**src/rtl/g_logger_pkg.sv**
```systemverilog
// g_logger_pkg: shared defaults for the G event logger.
// Holds FIFO depth, timestamp width and pointer width.
package g_logger_pkg;

  localparam int DEPTH_DEF    = 4;
  localparam int TS_WIDTH_DEF = 8;
  localparam int PTR_W        = $clog2(DEPTH_DEF);

endpackage

```
**src/rtl/ts_fifo.sv**
```systemverilog
// ts_fifo: synchronous DEPTH x W FIFO with wrap-bit pointers.
// Ports: push/push_data in, pop/pop_data out, count, full, empty.
module ts_fifo
  import g_logger_pkg::*;
#(
  parameter int DEPTH = DEPTH_DEF,
  parameter int W     = TS_WIDTH_DEF,
  localparam int AW   = $clog2(DEPTH)
) (
  input  logic         clk,
  input  logic         rst,
  input  logic         push,
  input  logic [W-1:0] push_data,
  input  logic         pop,
  output logic [W-1:0] pop_data,
  output logic [AW:0]  count,
  output logic         full,
  output logic         empty
);

  logic [W-1:0]  mem_q [DEPTH];
  logic [W-1:0]  mem_d [DEPTH];
  logic [AW:0]   wr_q, wr_d;
  logic [AW:0]   rd_q, rd_d;
  logic [AW-1:0] rd_idx;

  assign empty = (wr_q == rd_q);
  assign full  = (wr_q[AW] != rd_q[AW]) &&
                 (wr_q[AW-1:0] == rd_q[AW-1:0]);
  assign count = wr_q - rd_q;

  // When empty, show the slot just popped so the
  // output holds its last value after draining.
  always_comb begin
    rd_idx = rd_q[AW-1:0];
    if (empty) rd_idx = rd_q[AW-1:0] - AW'(1);
  end

  assign pop_data = mem_q[rd_idx];

  always_comb begin
    mem_d = mem_q;
    wr_d  = wr_q;
    rd_d  = rd_q;
    if (push) begin
      mem_d[wr_q[AW-1:0]] = push_data;
      wr_d = wr_q + (AW+1)'(1);
    end
    if (pop) rd_d = rd_q + (AW+1)'(1);
  end

  always_ff @(posedge clk or posedge rst) begin
    if (rst) begin
      mem_q <= '{default: '0};
      wr_q  <= '0;
      rd_q  <= '0;
    end else begin
      mem_q <= mem_d;
      wr_q  <= wr_d;
      rd_q  <= rd_d;
    end
  end

endmodule

```
**src/rtl/g_event_logger.sv**
```systemverilog
// g_event_logger: timestamps rising edges of G into a FIFO.
// In: CLK RESET G ARM CLR_OVF RD_READY; out: RD_VALID RD_TS COUNT OVERFLOW.
module g_event_logger
  import g_logger_pkg::*;
#(
  parameter int DEPTH    = DEPTH_DEF,
  parameter int TS_WIDTH = TS_WIDTH_DEF
) (
  input  logic                   CLK,
  input  logic                   RESET,
  input  logic                   G,
  input  logic                   ARM,
  input  logic                   CLR_OVF,
  input  logic                   RD_READY,
  output logic                   RD_VALID,
  output logic [TS_WIDTH-1:0]    RD_TS,
  output logic [$clog2(DEPTH):0] COUNT,
  output logic                   OVERFLOW
);

  logic [TS_WIDTH-1:0] ts_q, ts_d;
  logic                g_q, g_d;
  logic                ovf_q, ovf_d;
  logic                g_rise;
  logic                push_req;
  logic                push;
  logic                pop;
  logic                drop;
  logic                full;
  logic                empty;

  assign g_rise   = G & ~g_q;
  assign push_req = g_rise & ARM;
  assign pop      = ~empty & RD_READY;
  // A pop in the same cycle frees the slot the push needs.
  assign push     = push_req & (~full | pop);
  assign drop     = push_req & full & ~pop;

  always_comb begin
    ts_d  = ts_q + TS_WIDTH'(1);
    g_d   = G;
    ovf_d = ovf_q;
    if (CLR_OVF) ovf_d = 1'b0;
    if (drop)    ovf_d = 1'b1;
  end

  always_ff @(posedge CLK or posedge RESET) begin
    if (RESET) begin
      ts_q  <= '0;
      g_q   <= 1'b0;
      ovf_q <= 1'b0;
    end else begin
      ts_q  <= ts_d;
      g_q   <= g_d;
      ovf_q <= ovf_d;
    end
  end

  ts_fifo #(
    .DEPTH (DEPTH),
    .W     (TS_WIDTH)
  ) u_fifo (
    .clk       (CLK),
    .rst       (RESET),
    .push      (push),
    .push_data (ts_q),
    .pop       (pop),
    .pop_data  (RD_TS),
    .count     (COUNT),
    .full      (full),
    .empty     (empty)
  );

  assign RD_VALID = ~empty;
  assign OVERFLOW = ovf_q;

endmodule

```
**config.mk**
```make
export PLATFORM = sky130hd
export DESIGN_NAME = g_event_logger
export DESIGN_NICKNAME = d
export VERILOG_FILES = /design/src/rtl/g_logger_pkg.sv /design/src/rtl/ts_fifo.sv /design/src/rtl/g_event_logger.sv
export SDC_FILE = /design/constraint.sdc
export NUM_CORES = 1
export LEC_CHECK = 0
export BUFFER_PORTS_ARGS = -buffer_cell sky130_fd_sc_hd__buf_2
export CAP_MARGIN = 20
export CELL_PAD_IN_SITES_DETAIL_PLACEMENT = 2
export CELL_PAD_IN_SITES_GLOBAL_PLACEMENT = 2
export CORE_MARGIN = 1.5
export CORE_UTILIZATION = 41
export CTS_CLUSTER_DIAMETER = 120
export CTS_CLUSTER_SIZE = 14
export DETAILED_ROUTE_END_ITERATION = 10
export GPL_TIMING_DRIVEN = 0
export PLACE_DENSITY = 0.77
export SKIP_CTS_REPAIR_TIMING = 1
export SYNTH_ARGS = -nofsm -noshare
export SYNTH_HDL_FRONTEND = slang
export SYNTH_SLANG_ARGS = --single-unit
```
**constraint.sdc**
```tcl
create_clock -name CLK -period 3.2 [get_ports CLK]
set_input_delay 0.8 -clock CLK [delete_from_list [all_inputs] [get_ports CLK]]
set_output_delay 0.8 -clock CLK [all_outputs]
set_load 0.02 [all_outputs]
```
# == After elaboration in Yosys (flattened, before gate mapping) ==
# Index checks and enable logic that the tools add are counted.
# op_classes
addsub,5
n_reduce_logical,3
eq_ne,3
n_bitwise,13
order_cmp,3
muxes,9
# op_table
cell,count
bitwise mux 32 bit,1
two-way mux 8 bit,3
binary-select mux 8 bit (select 2 bit),1
demux 8 bit (select 2 bit),1
adder 8 x 1 -> 8 bit (second input constant),1
adder 3 x 1 -> 3 bit (second input constant),2
AND 1 bit,6
>= comparator 3 bit (second input constant),2
inverter 2 -> 3 bit,2
inverter 1 bit,4
== test 3 bit,1
< comparator 3 x 1 -> 1 bit (second input constant),1
subtractor 3 bit,1
== test 2 bit,1
logical AND 1 bit,2
two-way mux 1 bit,2
two-way mux 2 bit,1
nonzero test 2 bit,1
subtractor 2 x 1 -> 2 bit (second input constant),1
!= test 1 bit,1
OR 1 bit,1
# word_totals
reg_bits,48
in_bits,6
output_inout_bits,13

# == Depth between registers and ports, before layout ==
# Gate-level depths: netlist of the first run.
# logic_depth
word_depth,6
ltp_mapped,9
depth_no_buf,7

# == Modules after synthesis ==
# A second synthesis of the first run with hierarchy kept.
# hier_totals
hier_cells,205
area_unflattened_um2,2567.5
# modules_own_cells
mod,cells_each,n_inst,area_per_inst_um2
ts_fifo,171,1,2160.8
g_event_logger,34,1,406.6

# == Worst setup path after synthesis of the first run ==
# OpenSTA, ideal clock, no wires.
# synth_timing
path_kind,register -> output
startpoint,register u_fifo.rd_q[1]
endpoint,output RD_TS[4]
n_path_buf,2
stages_incl_launch_ff,10
arrival_ns,2.398
slack_ns,0.002
t_required_ns,2.400
path_cell_list,dfrtp_1 -> clkbuf_1 -> buf_2 -> inv_1 -> ha_1 -> nand2_1 -> nor2_1 -> inv_1 -> a21oi_4 -> o221a_2
# synth_between
elab_chain_cells,6
word_cells_on_any_way,7
cone_classes,add/sub: 1; eq/ne: 1; mux: 4; bitwise: 1
# synth_lines
element,line,rtl
"start, declared",ts_fifo.sv:24,"logic [AW:0] rd_q, rd_d;"
"start signal, assigned",ts_fifo.sv:60,rd_q <= rd_d;
subtractor 2 x 1 -> 2 bit / == test 3 bit (equally long branches),"ts_fifo.sv:36, ts_fifo.sv:27",
two-way mux 2 bit *,ts_fifo.sv:36,if (empty) rd_idx = rd_q[AW-1:0] - AW'(1);
inverter 2 -> 3 bit (implied by the code) *,ts_fifo.sv:39,assign pop_data = mem_q[rd_idx];
binary-select mux 8 bit (select 2 bit) *,ts_fifo.sv:39,
two-way mux 8 bit (implied by the code) * (2 in a row),ts_fifo.sv:39,
"end, declared",g_event_logger.sv:16,"output logic [TS_WIDTH-1:0] RD_TS,"
# Every way passes the cells marked *; elsewhere a longest branch is shown, timed or not. The select of a mux whose other input is x is not followed.

# == Worst setup path after layout of the first run ==
# Ends and elaborated chain as after synthesis.

==> results.sh, run 1 <==
export IMPL_status="finished clean"
export IMPL_fill_cells=593
export IMPL_io_pin_count=19
export IMPL_stdcell_count=314
export IMPL_fp_dieH_microns=81.48
export IMPL_ff2ff_path_depth=9
export IMPL_synth_top_area_share_pct=47.57
export IMPL_skew_ns=0.01105
export IMPL_netlist_instances=201
export IMPL_hold_violations=0
export IMPL_crit_path_end="RD_TS[4]"
export IMPL_drv_slew=0
export IMPL_drive_gt1_share_pct=45.61
export IMPL_tritoncts="yes"
export IMPL_worst_pin_slew_ns=0.5001
export IMPL_drt_vias_per_instance=5.682
export IMPL_timing_rr_end="u_fifo.mem_q[26]$_DFFE_PP0P_"
export IMPL_dp_hpwl_mm=4.935
export IMPL_place_gp_congestion=0.7380
export IMPL_p_switching_uw=1569
export IMPL_synth_cell_types=34
export IMPL_period_share_pct=98.87
export IMPL_initial_core_util_pct=42.65
export IMPL_critPathMaxFanout=7
export IMPL_vias=1784
export IMPL_drv_cap=0
export IMPL_die_w_microns=81.48
export IMPL_crit_family="compound AO/OA/AOI/OAI gates"
export IMPL_synthesis_nets=216
export IMPL_power_density_mw_per_mm2=1203
export IMPL_syn_area_per_cell_sq_um=12.56
export IMPL_synth_edf_count=0
export IMPL_wire_per_inst_microns=22.97
export IMPL_synth_seq_cells=48
export IMPL_p_sw_share_pct=43.28
export IMPL_intPower_uw=2057
export IMPL_hold_path_class="in2async"
export IMPL_worstPathCellList="buf_6 > buf_12 > inv_1 > ha_4 > nand2_4 > nor2_4 > inv_2 > a21oi_4 > o221a_2 > buf_2"
export IMPL_critPathLaunchType="flop"
export IMPL_cts_max_path_buffers=2
export IMPL_cts_buffers=5
export IMPL_critPathMaxStageDelay_ns=0.42
export IMPL_setup_viol=0
export IMPL_rsz0062_at_grt="yes"
export IMPL_nets=253
export IMPL_async_flop_share_pct=100.0
export IMPL_maxSlewHeadroom_pct=66.66
export IMPL_ir_drop_mv=0.5609
export IMPL_path_depth=10
export IMPL_cts_sinks=48
export IMPL_final_util_pct=50.89
export IMPL_firstDrtPassIters=4
export IMPL_whs_ns=0.4632
export IMPL_critPathKind="reg2out"
export IMPL_min_period_ns=3.164
export IMPL_antenna_found_initial=0
export IMPL_cp_required_ns=2.40
export IMPL_placed_cells=295
export IMPL_synth_ff_type="dfrtp_1"
export IMPL_startpoint="u_fifo.rd_q[1]$_DFFE_PP0P_"
export IMPL_insertion_delay_ns=0.30
export IMPL_fin_tns_setup_ns=0
export IMPL_htreeDepth=2
export IMPL_cp_buffers_inverters=5
export IMPL_clkSlewWorstSetupHoldPaths_ns=0.10
export IMPL_clockRootBuffer="clkbuf_8"
export IMPL_fmax_mhz=316.1
export IMPL_pwr_share_comb_pct=59.8
export IMPL_grt_max_degree=35
export IMPL_arrival_ns=2.36
export IMPL_io_buffers=18
export IMPL_leakage_uw=0.001403
export IMPL_dr_first_iter_drc_count=49
export IMPL_core_sq_mm=0.005921
export IMPL_overflow=0
export IMPL_synth_top_area_cell="dfrtp_1"
export IMPL_ant_nets=0
export IMPL_p_total_uw=3626
export IMPL_rr_startpoint="u_fifo.rd_q[1]$_DFFE_PP0P_"
export IMPL_end_kind="output pin"
export IMPL_p_seq_share_pct=26.9
export IMPL_grt_use_total_pct=23.15
export IMPL_crit_slowest_cell="dfrtp_2"
export IMPL_num_antenna_cells=0
export IMPL_netlist_area_sq_mm=0.002525
export IMPL_area_growth_pct=19.33
export IMPL_synth_seq_area_share_pct=47.57
export IMPL_rows=28
export IMPL_first_global_vias=2004
export IMPL_ys_top_cells_by_area="dfrtp_1, mux2_2, mux2_4"
export IMPL_synth_most_common_cell="dfrtp_1"
export IMPL_dieArea_sq_mm=0.006638
export IMPL_grt_pass1_wl_mm=11.05
export IMPL_ys_warn_count=0
export IMPL_synth_common_cells="dfrtp_1, mux2_2, nand2_1, mux2i_1"
export IMPL_drc=0
export IMPL_r2r_slack_ns=0.95
export IMPL_routed_wl_mm=7.212
export IMPL_p_clk_share_pct=13.3
==> worst register-to-register path: stages, from the launching register on <==
cell,delay [ns]
dfrtp_2,0.46
buf_6,0.15
buf_12,0.13
inv_1,0.08
ha_4,0.21
buf_4,0.14
a41oi_4,0.26
and2_4,0.21
buf_6,0.17
mux2_4,0.32
==> cells in the final DEF (no fill, tap or decap), types with 4 or more instances in the layout <==
cell and count:
nand2_1 11, buf_6 4, buf_2 19, mux2_4 8, ha_1 7, o22ai_1 7, mux2i_1 11, nor2_1 8
buf_4 10, a21oi_1 6, inv_1 7, dfrtp_1 47, mux2_2 32, xnor2_1 10, o221a_2 7, clkbuf_8 7
==> worst min-delay path by stage <==
stage	to	depth (start not counted)	slack, ns	start
floorplan	u_fifo.mem_q[28]$_DFFE_PP0P_	1	0.48	u_fifo.mem_q[28]$_DFFE_PP0P_
global placement	OVERFLOW$_DFFE_PP0P_	2	0.47	OVERFLOW$_DFFE_PP0P_
detailed placement	OVERFLOW$_DFFE_PP0P_	2	0.48	OVERFLOW$_DFFE_PP0P_
CTS	u_fifo.mem_q[10]$_DFFE_PP0P_	2	0.46	RESET
global route	u_fifo.mem_q[26]$_DFFE_PP0P_	2	0.47	RESET
finish	u_fifo.mem_q[2]$_DFFE_PP0P_	2	0.46	RESET
==> cells by family (layout without fill, tap and decap cells) <==
kind of cell    Yosys count  count (layout)  synth area share (%)
compound gates           25              25                 8.623
xor+xnor                 13              13                 4.807
fa+ha+maj                 9               9                 4.757
buf+inv                  18              56                 3.072
flops                    48              48                 47.57
mux                      52              52                 24.28
simple gates             36              36                 6.888
==> stage by stage <==
step,setup slack (ns),area [sq um]
after floorplan,0.002007,2525
after global placement,-0.7552,2709
after detailed placement,-0.8632,2729
after CTS,-1.238,2855
after global routing,-0.04748,3013
final,0.03627,3013
==> final cells by class <==
cell class | count | area (sq um) | share of cell area (%)
Buffer | 8 | 68.82 | 2.284
Clock buffer | 7 | 96.34 | 3.198
Clock inverter | 1 | 30.03 | 0.9967
Inverter | 10 | 37.54 | 1.246
Multi-Input combinational cell | 135 | 1281 | 42.52
Sequential cell | 48 | 1202 | 39.91
Tap cell | 75 | 93.84 | 3.115
Timing Repair Buffer | 30 | 202.7 | 6.728
==> flip-flops by register name, indices dropped and copies added (netlist names) <==
register      cells
g_q               1
ts_q              8
u_fifo.mem_q     32
u_fifo.wr_q       3
u_fifo.rd_q       3
OVERFLOW          1
==> metal layers <==
layer  GRT usage, %  part of all wire (%)  up-vias
met5              0                     0        -
met4          7.414                   2.3        0
met3          3.444                   3.0       18
met2          43.88                    54       41
met1          26.39                    40      942
li1               -                     -      783
==> power by group through the flow <==
stage / clock [uW] / combinational, uW / sequential, uW
3_5_place_dp: 0 / 1900 / 977
6_report: 482 / 2170 / 976
3_3_place_gp: 0 / 1790 / 943
5_1_grt: 514 / 2320 / 998
4_1_cts: 487 / 1930 / 966
2_1_floorplan: 0 / 1380 / 917
No activity file was read; power rests on OpenSTA's default activity.
==> run 2: changes to the inputs <==
Settings changed: SYNTH_HIERARCHICAL set to 1.
==> run 2 against run 1 <==
  * Register-to-register slack got worse by 0.87 ns
  * Wire length increased by 1.1%
  * Synthesized cell count grew 2.0%
  * Design area is 0.66% higher
  * Sequential share of layout area decreased by 0.26 points
  * Critical path depth is 2 lower
  * Die area rose by 1.6%
  * Combinational power grew 3%
  * Setup slack better by 0.048 ns
  * Cell count fell by 1.3%
==> results.sh, run 2 <==
export IMPL_status="finished clean"
export IMPL_ant_nets=0
export IMPL_synth_seq_area_share_pct=46.78
export IMPL_antenna_found_initial=0
export IMPL_critPathLaunchType="flop"
export IMPL_cts_max_path_buffers=2
export IMPL_period_share_pct=97.35
export IMPL_critPathKind="reg2out"
export IMPL_fin_tns_setup_ns=0
export IMPL_largest_reg_flops=32
export IMPL_synth_edf_count=0
export IMPL_io_buffers=18
export IMPL_top_register="u_fifo/mem_q"
export IMPL_final_common_cell="dfrtp_1"
export IMPL_hold_path_class="reg2reg"
export IMPL_vias=1795
export IMPL_synth_ff_type="dfrtp_1"
export IMPL_final_cell_mix="dfrtp_1, mux2_2, buf_2, inv_1, nand2_1"
export IMPL_core_sq_mm=0.005991
export IMPL_synth_cell_types=37
export IMPL_synth_seq_cells=48
export IMPL_skew_ns=0.003473
export IMPL_power_density_mw_per_mm2=1226
export IMPL_intPower_uw=2063
export IMPL_clkSlewWorstSetupHoldPaths_ns=0.09
export IMPL_clockRootBuffer="clkbuf_8"
export IMPL_netlist_instances=205
export IMPL_min_period_ns=3.115
export IMPL_ir_drop_mv=0.6120
export IMPL_ys_warn_count=6
export IMPL_hold_violations=0
export IMPL_grt_use_total_pct=22.78
export IMPL_synth_top_area_cell="dfrtp_1"
export IMPL_drt_vias_per_instance=5.790
export IMPL_critPathMaxFanout=8
export IMPL_rows=28
export IMPL_synth_top_area_share_pct=46.78
export IMPL_dr_first_iter_drc_count=39
export IMPL_synth_top_family_by_area="multiplexers"
export IMPL_async_flop_share_pct=100.0
export IMPL_routed_wl_mm=7.293
export IMPL_netlist_area_sq_mm=0.002567
export IMPL_cts_sinks=48
export IMPL_end_kind="output pin"
export IMPL_first_global_vias=1969
export IMPL_setup_viol=0
export IMPL_drc=0
export IMPL_synthesis_nets=220
export IMPL_muxShareOfSynthArea_pct=19.10
export IMPL_p_switching_uw=1654
export IMPL_p_sw_share_pct=44.49
export IMPL_fmax_mhz=321.0
export IMPL_nets=250
export IMPL_place_gp_congestion=0.7244
export IMPL_initial_core_util_pct=42.86
export IMPL_htreeDepth=2
export IMPL_area_growth_pct=18.13
export IMPL_wire_per_inst_microns=23.53
export IMPL_drive_gt1_share_pct=44.26
export IMPL_final_util_pct=50.63
export IMPL_drv_cap=0
export IMPL_firstDrtPassIters=4
export IMPL_synth_compound_area_share_pct=7.066
export IMPL_dp_hpwl_mm=4.691
export IMPL_p_clk_share_pct=13.7
export IMPL_dieArea_sq_mm=0.006746
export IMPL_ys_top_cells_by_area="dfrtp_1, mux2_2, ha_1"
export IMPL_die_w_microns=82.14
export IMPL_worst_pin_slew_ns=0.9593
export IMPL_insertion_delay_ns=0.30
export IMPL_fin_ws_ns=0.08470
export IMPL_overflow=0
export IMPL_synthAdderAreaFrac_pct=4.678
export IMPL_synth_xor_area_share_pct=5.166
export IMPL_cts_buffers=5
export IMPL_syn_area_per_cell_sq_um=12.52
export IMPL_yosys_area_share_simple_pct=13.26
export IMPL_arrival_ns=2.32
export IMPL_synth_common_cells="dfrtp_1, mux2_2, nand2_1, inv_1, nor4_1"
export IMPL_tritoncts="yes"
export IMPL_num_antenna_cells=0
export IMPL_fp_dieH_microns=82.14
export IMPL_grt_pass1_wl_mm=10.96
export IMPL_pwr_share_comb_pct=60.3
export IMPL_leakage_uw=0.001364
export IMPL_pre_cts_slack_ns=-0.4092
export IMPL_largestRegisters="u_fifo/mem_q: 32 flops, ts_q: 8 flops"
export IMPL_maxSlewHeadroom_pct=35.98
export IMPL_io_pin_count=19
export IMPL_grt_max_degree=24
export IMPL_p_seq_share_pct=26.0
export IMPL_cp_required_ns=2.40
export IMPL_synth_most_common_cell="dfrtp_1"
export IMPL_drv_slew=0
[run 2: cell types whose count changed in the layout (fill, tap and decap cells not counted), moves of 6 or more]
cell,previous run,this run
mux2_4,8,0
o22ai_1,7,1
nand3b_1,1,7
nor2_1,8,2
nor4_1,0,7
a22oi_1,1,7
mux2i_1,11,4
[run 2: cell families (layout without fill, tap and decap cells)]
kind of cell,after synthesis,in the layout
fa+ha+maj,9,9
simple gates,53,53
mux,40,40
compound gates,21,21
buf+inv,21,51
xor+xnor,13,13
flops,48,48
[run 2: area by class of cell]
class | count | area (sq um)
Buffer | 7 | 63.81
Clock buffer | 5 | 68.82
Clock inverter | 2 | 60.06
Fill cell | 578 | 2958
Inverter | 13 | 52.55
Multi-Input combinational cell | 136 | 1324
Sequential cell | 48 | 1202
Tap cell | 75 | 93.84
Timing Repair Buffer | 24 | 167.7
[run 2: routing by layer]
metal	vias to the layer above	wire [microns]	global-route usage (%)
li1	802	-	-
met1	953	3087	28.28
met2	30	3911	40.82
met3	10	179	3.846
met4	0	114	6.102
met5	-	0	0
[run 2: worst max-delay path, cell delays in order, from the launching register on]
cell and delay (ns):
dfrtp_2 0.46, buf_12 0.14, inv_1 0.06, ha_1 0.25
and2_4 0.20, and3_4 0.23, mux2i_4 0.27, o221a_1 0.24
buf_4 0.14
[run 2: power groups by stage]
stage / Combinational (uW) / Clock [uW] / Sequential (uW)
finish: 2240 / 510 / 965
floorplan: 1450 / 0 / 917
CTS: 2010 / 520 / 963
global placement: 1890 / 0 / 947
global route: 2400 / 542 / 988
detailed placement: 1970 / 0 / 973
[run 2: worst paths after layout]
kind / from / end / slack (ns) / depth (start not counted)
min: u_fifo/mem_q[19]$_DFFE_PP0P_ / u_fifo/mem_q[19]$_DFFE_PP0P_ / 0.52 / 1
max: u_fifo/rd_q[1]$_DFFE_PP0P_ / RD_TS[1] / 0.08 / 8
max in group asynchronous: RESET / u_fifo/rd_q[1]$_DFFE_PP0P_ / 1.87 / 3
min in group asynchronous: RESET / OVERFLOW$_DFFE_PP0P_ / 0.53 / 2
min reg2reg: u_fifo/mem_q[19]$_DFFE_PP0P_ / u_fifo/mem_q[19]$_DFFE_PP0P_ / 0.52 / 1
max reg2reg: u_fifo/rd_q[1]$_DFFE_PP0P_ / u_fifo/mem_q[24]$_DFFE_PP0P_ / 0.08 / 11
[run 2: stage by stage]
| stage | total power (uW) | std cells | hold WS [ns] | instance area [sq um] |
|---|---|---|---|---|
| after floorplan | 2368 | 205 | 0.4802 | 2567 |
| after global placement | 2834 | 298 | 0.4874 | 2751 |
| after detailed placement | 2942 | 299 | 0.5001 | 2779 |
| after CTS | 3498 | 306 | 0.5201 | 2908 |
| after global routing | 3933 | 310 | 0.5429 | 3033 |
| final | 3717 | 310 | 0.5179 | 3033 |
==> run 3: changes to the inputs <==
Settings changed: ABC_AREA set to 1, CORE_UTILIZATION 41 to 36, PLACE_DENSITY 0.77 to unset, PLACE_DENSITY_LB_ADDON set to 0.12, SETUP_SLACK_MARGIN set to 0.1.
==> run 3 against run 2 <==
  * Die area up 10%
  * Global-route usage down 3.7 points
  * Combinational power down 9.4%
  * Synthesized cell count up 48%
  * Clock power down 11%
  * Sequential power down 5.4%
  * Highest routed layer unchanged
==> results.sh, run 3 <==
export IMPL_status="finished clean"
export IMPL_rsz0062_at_grt="no"
export IMPL_dp_hpwl_mm=4.863
export IMPL_grt_max_degree=39
export IMPL_dr_first_iter_drc_count=29
export IMPL_syn_area_per_cell_sq_um=8.250
export IMPL_synth_ff_type="dfrtp_1"
export IMPL_firstDrtPassIters=6
export IMPL_top_register="u_fifo/mem_q"
export IMPL_drv_cap=0
export IMPL_final_cell_mix="nand2_1, inv_1, dfrtp_1, nand3_1, o21ai_0"
export IMPL_synth_top_area_share_pct=48.05
export IMPL_final_util_pct=43.19
export IMPL_drc=0
export IMPL_ant_nets=0
export IMPL_ir_drop_mv=0.4385
export IMPL_ff2ff_path_depth=12
export IMPL_async_flop_share_pct=100.0
export IMPL_place_area_sq_mm=0.002690
export IMPL_placed_cells=401
export IMPL_ys_warn_count=6
export IMPL_cts_sinks=48
export IMPL_clkSlewWorstSetupHoldPaths_ns=0.10
export IMPL_synth_edf_count=0
export IMPL_power_density_mw_per_mm2=1166
export IMPL_fp_dieH_microns=86.33
export IMPL_synth_cell_types=23
export IMPL_skew_ns=0.008109
export IMPL_drive_gt1_share_pct=18.69
export IMPL_drv_slew=0
export IMPL_overflow=0
export IMPL_crit_path_end="RD_TS[6]"
export IMPL_synth_most_common_cell="nand2_1"
export IMPL_largestRegisters="u_fifo/mem_q: 32 flops, ts_q: 8 flops"
export IMPL_synth_common_cells="nand2_1, inv_1, dfrtp_1, nand3_1, o21ai_0"
export IMPL_fin_ws_ns=0.2239
export IMPL_netlist_instances=303
export IMPL_critPathKind="reg2out"
export IMPL_synth_top_area_cell="dfrtp_1"
export IMPL_end_kind="output pin"
export IMPL_final_common_cell="nand2_1"
export IMPL_worst_pin_slew_ns=0.8312
export IMPL_setup_viol=0
export IMPL_startpoint="u_fifo/rd_q[0]$_DFFE_PP0P_"
export IMPL_area_growth_pct=16.72
export IMPL_critPathMaxFanout=8
export IMPL_initial_core_util_pct=37.00
export IMPL_fmax_mhz=336.0
export IMPL_whs_ns=0.4776
export IMPL_rr_startpoint="u_fifo/rd_q[0]$_DFFE_PP0P_"
export IMPL_arrival_ns=2.18
export IMPL_clockRootBuffer="clkbuf_8"
export IMPL_first_global_vias=2179
export IMPL_htreeDepth=2
export IMPL_grt_pass1_wl_mm=10.66
export IMPL_drt_vias_per_instance=4.940
export IMPL_maxSlewHeadroom_pct=44.51
export IMPL_nets=351
export IMPL_cts_buffers=5
export IMPL_insertion_delay_ns=0.31
export IMPL_die_w_microns=86.33
export IMPL_hold_violations=0
export IMPL_largest_reg_flops=32
export IMPL_dieArea_sq_mm=0.007453
export IMPL_antenna_found_initial=0
export IMPL_vias=2060
export IMPL_r2r_slack_ns=0.53
export IMPL_pre_cts_slack_ns=0.3549
export IMPL_synth_seq_area_share_pct=48.05
export IMPL_io_buffers=18
export IMPL_num_antenna_cells=0
export IMPL_io_pin_count=19
export IMPL_cp_required_ns=2.40
export IMPL_routed_wl_mm=6.634
export IMPL_hold_path_class="in2async"
export IMPL_place_gp_congestion=0.7163
export IMPL_grt_use_total_pct=19.04
export IMPL_core_sq_mm=0.006756
export IMPL_rows=30
export IMPL_leakage_uw=0.001519
export IMPL_tritoncts="yes"
export IMPL_min_period_ns=2.976
export IMPL_critPathLaunchType="flop"
export IMPL_cts_max_path_buffers=2
export IMPL_stdcell_count=417
export IMPL_timing_rr_end="u_fifo/mem_q[5]$_DFFE_PP0P_"
export IMPL_finalInstanceArea_sq_mm=0.002918
export IMPL_synthesis_nets=318
export IMPL_wire_per_inst_microns=15.91
export IMPL_netlist_area_sq_mm=0.002500
export IMPL_ys_top_cells_by_area="dfrtp_1, nand2_1, inv_1"
export IMPL_period_share_pct=93.00
export IMPL_synth_seq_cells=48
run 3: cell types whose count changed after synthesis, sizes merged, moves of 4 or more:
cell   change
o221a      -7
nor3       -7
o21ai     +35
nand3     +36
nor2       +4
or3b       -5
a22oi      -7
mux2i      -6
xnor2      -5
mux2      -32
nor4      -11
inv       +43
nand2     +70
run 3: kinds of logic after synthesis:
group	after synthesis	share of synthesized area (%)
DFF	48	48.05
AOI/OAI and AO/OA	37	7.558
adders and majority gates	9	4.805
xor gates and xnor gates	8	2.803
and+or+nand+nor	139	26.68
buffers and inverters	62	10.11
run 3: area by class of cell:
class / instances / area (sq um)
Tap cell: 80 / 100.1
Timing Repair Buffer: 26 / 162.7
Clock buffer: 5 / 68.82
Inverter: 55 / 209.0
Fill cell: 790 / 3839
Clock inverter: 3 / 46.29
Multi-Input combinational cell: 193 / 1080
Sequential cell: 48 / 1205
Buffer: 7 / 46.29
run 3: layer usage:
metal | part of all wire (%) | GRT usage (%) | up-vias
li1 | - | - | 1015
met1 | 44 | 23.33 | 1014
met2 | 52 | 33.74 | 21
met3 | 2.3 | 3.524 | 10
met4 | 1.7 | 6.305 | 0
met5 | 0 | 0 | -
run 3: worst min path at each step:
stage | slack (ns) | cells past startpoint | from | to
floorplan | 0.44 | 2 | u_fifo/mem_q[24]$_DFFE_PP0P_ | u_fifo/mem_q[24]$_DFFE_PP0P_
global placement | 0.46 | 2 | u_fifo/mem_q[26]$_DFFE_PP0P_ | u_fifo/mem_q[26]$_DFFE_PP0P_
detailed placement | 0.47 | 2 | u_fifo/mem_q[31]$_DFFE_PP0P_ | u_fifo/mem_q[31]$_DFFE_PP0P_
CTS | 0.47 | 2 | RESET | ts_q[1]$_DFF_PP0_
global route | 0.51 | 2 | RESET | OVERFLOW$_DFFE_PP0P_
finish | 0.48 | 2 | RESET | ts_q[1]$_DFF_PP0_
run 3: worst max-delay path, stage by stage, from the launching register on:
cell     delay (ns)
dfrtp_2        0.45
ha_1           0.31
nand2_1        0.09
inv_2          0.13
nand3_4        0.18
inv_4          0.12
nand2_1        0.09
nand2_4        0.12
nand3_1        0.13
nand2_1        0.09
buf_2          0.16
run 3: report_power, final:
part / total [uW] / internal, uW / switching, uW / leakage (uW)
combinational: 2030 / 742 / 1290 / 0.000858
sequential: 913 / 792 / 122 / 0.000606
clock: 456 / 236 / 220 / 0.0000548
total: 3400 / 1770 / 1630 / 0.00152
run 3: metrics by stage:
step / power [uW] / TNS (ns)
6_report: 3403 / 0
3_3_place_gp: 2674 / 0
2_1_floorplan: 2189 / 0
5_1_grt: 3688 / 0
3_5_place_dp: 2748 / 0
4_1_cts: 3233 / -0.02032
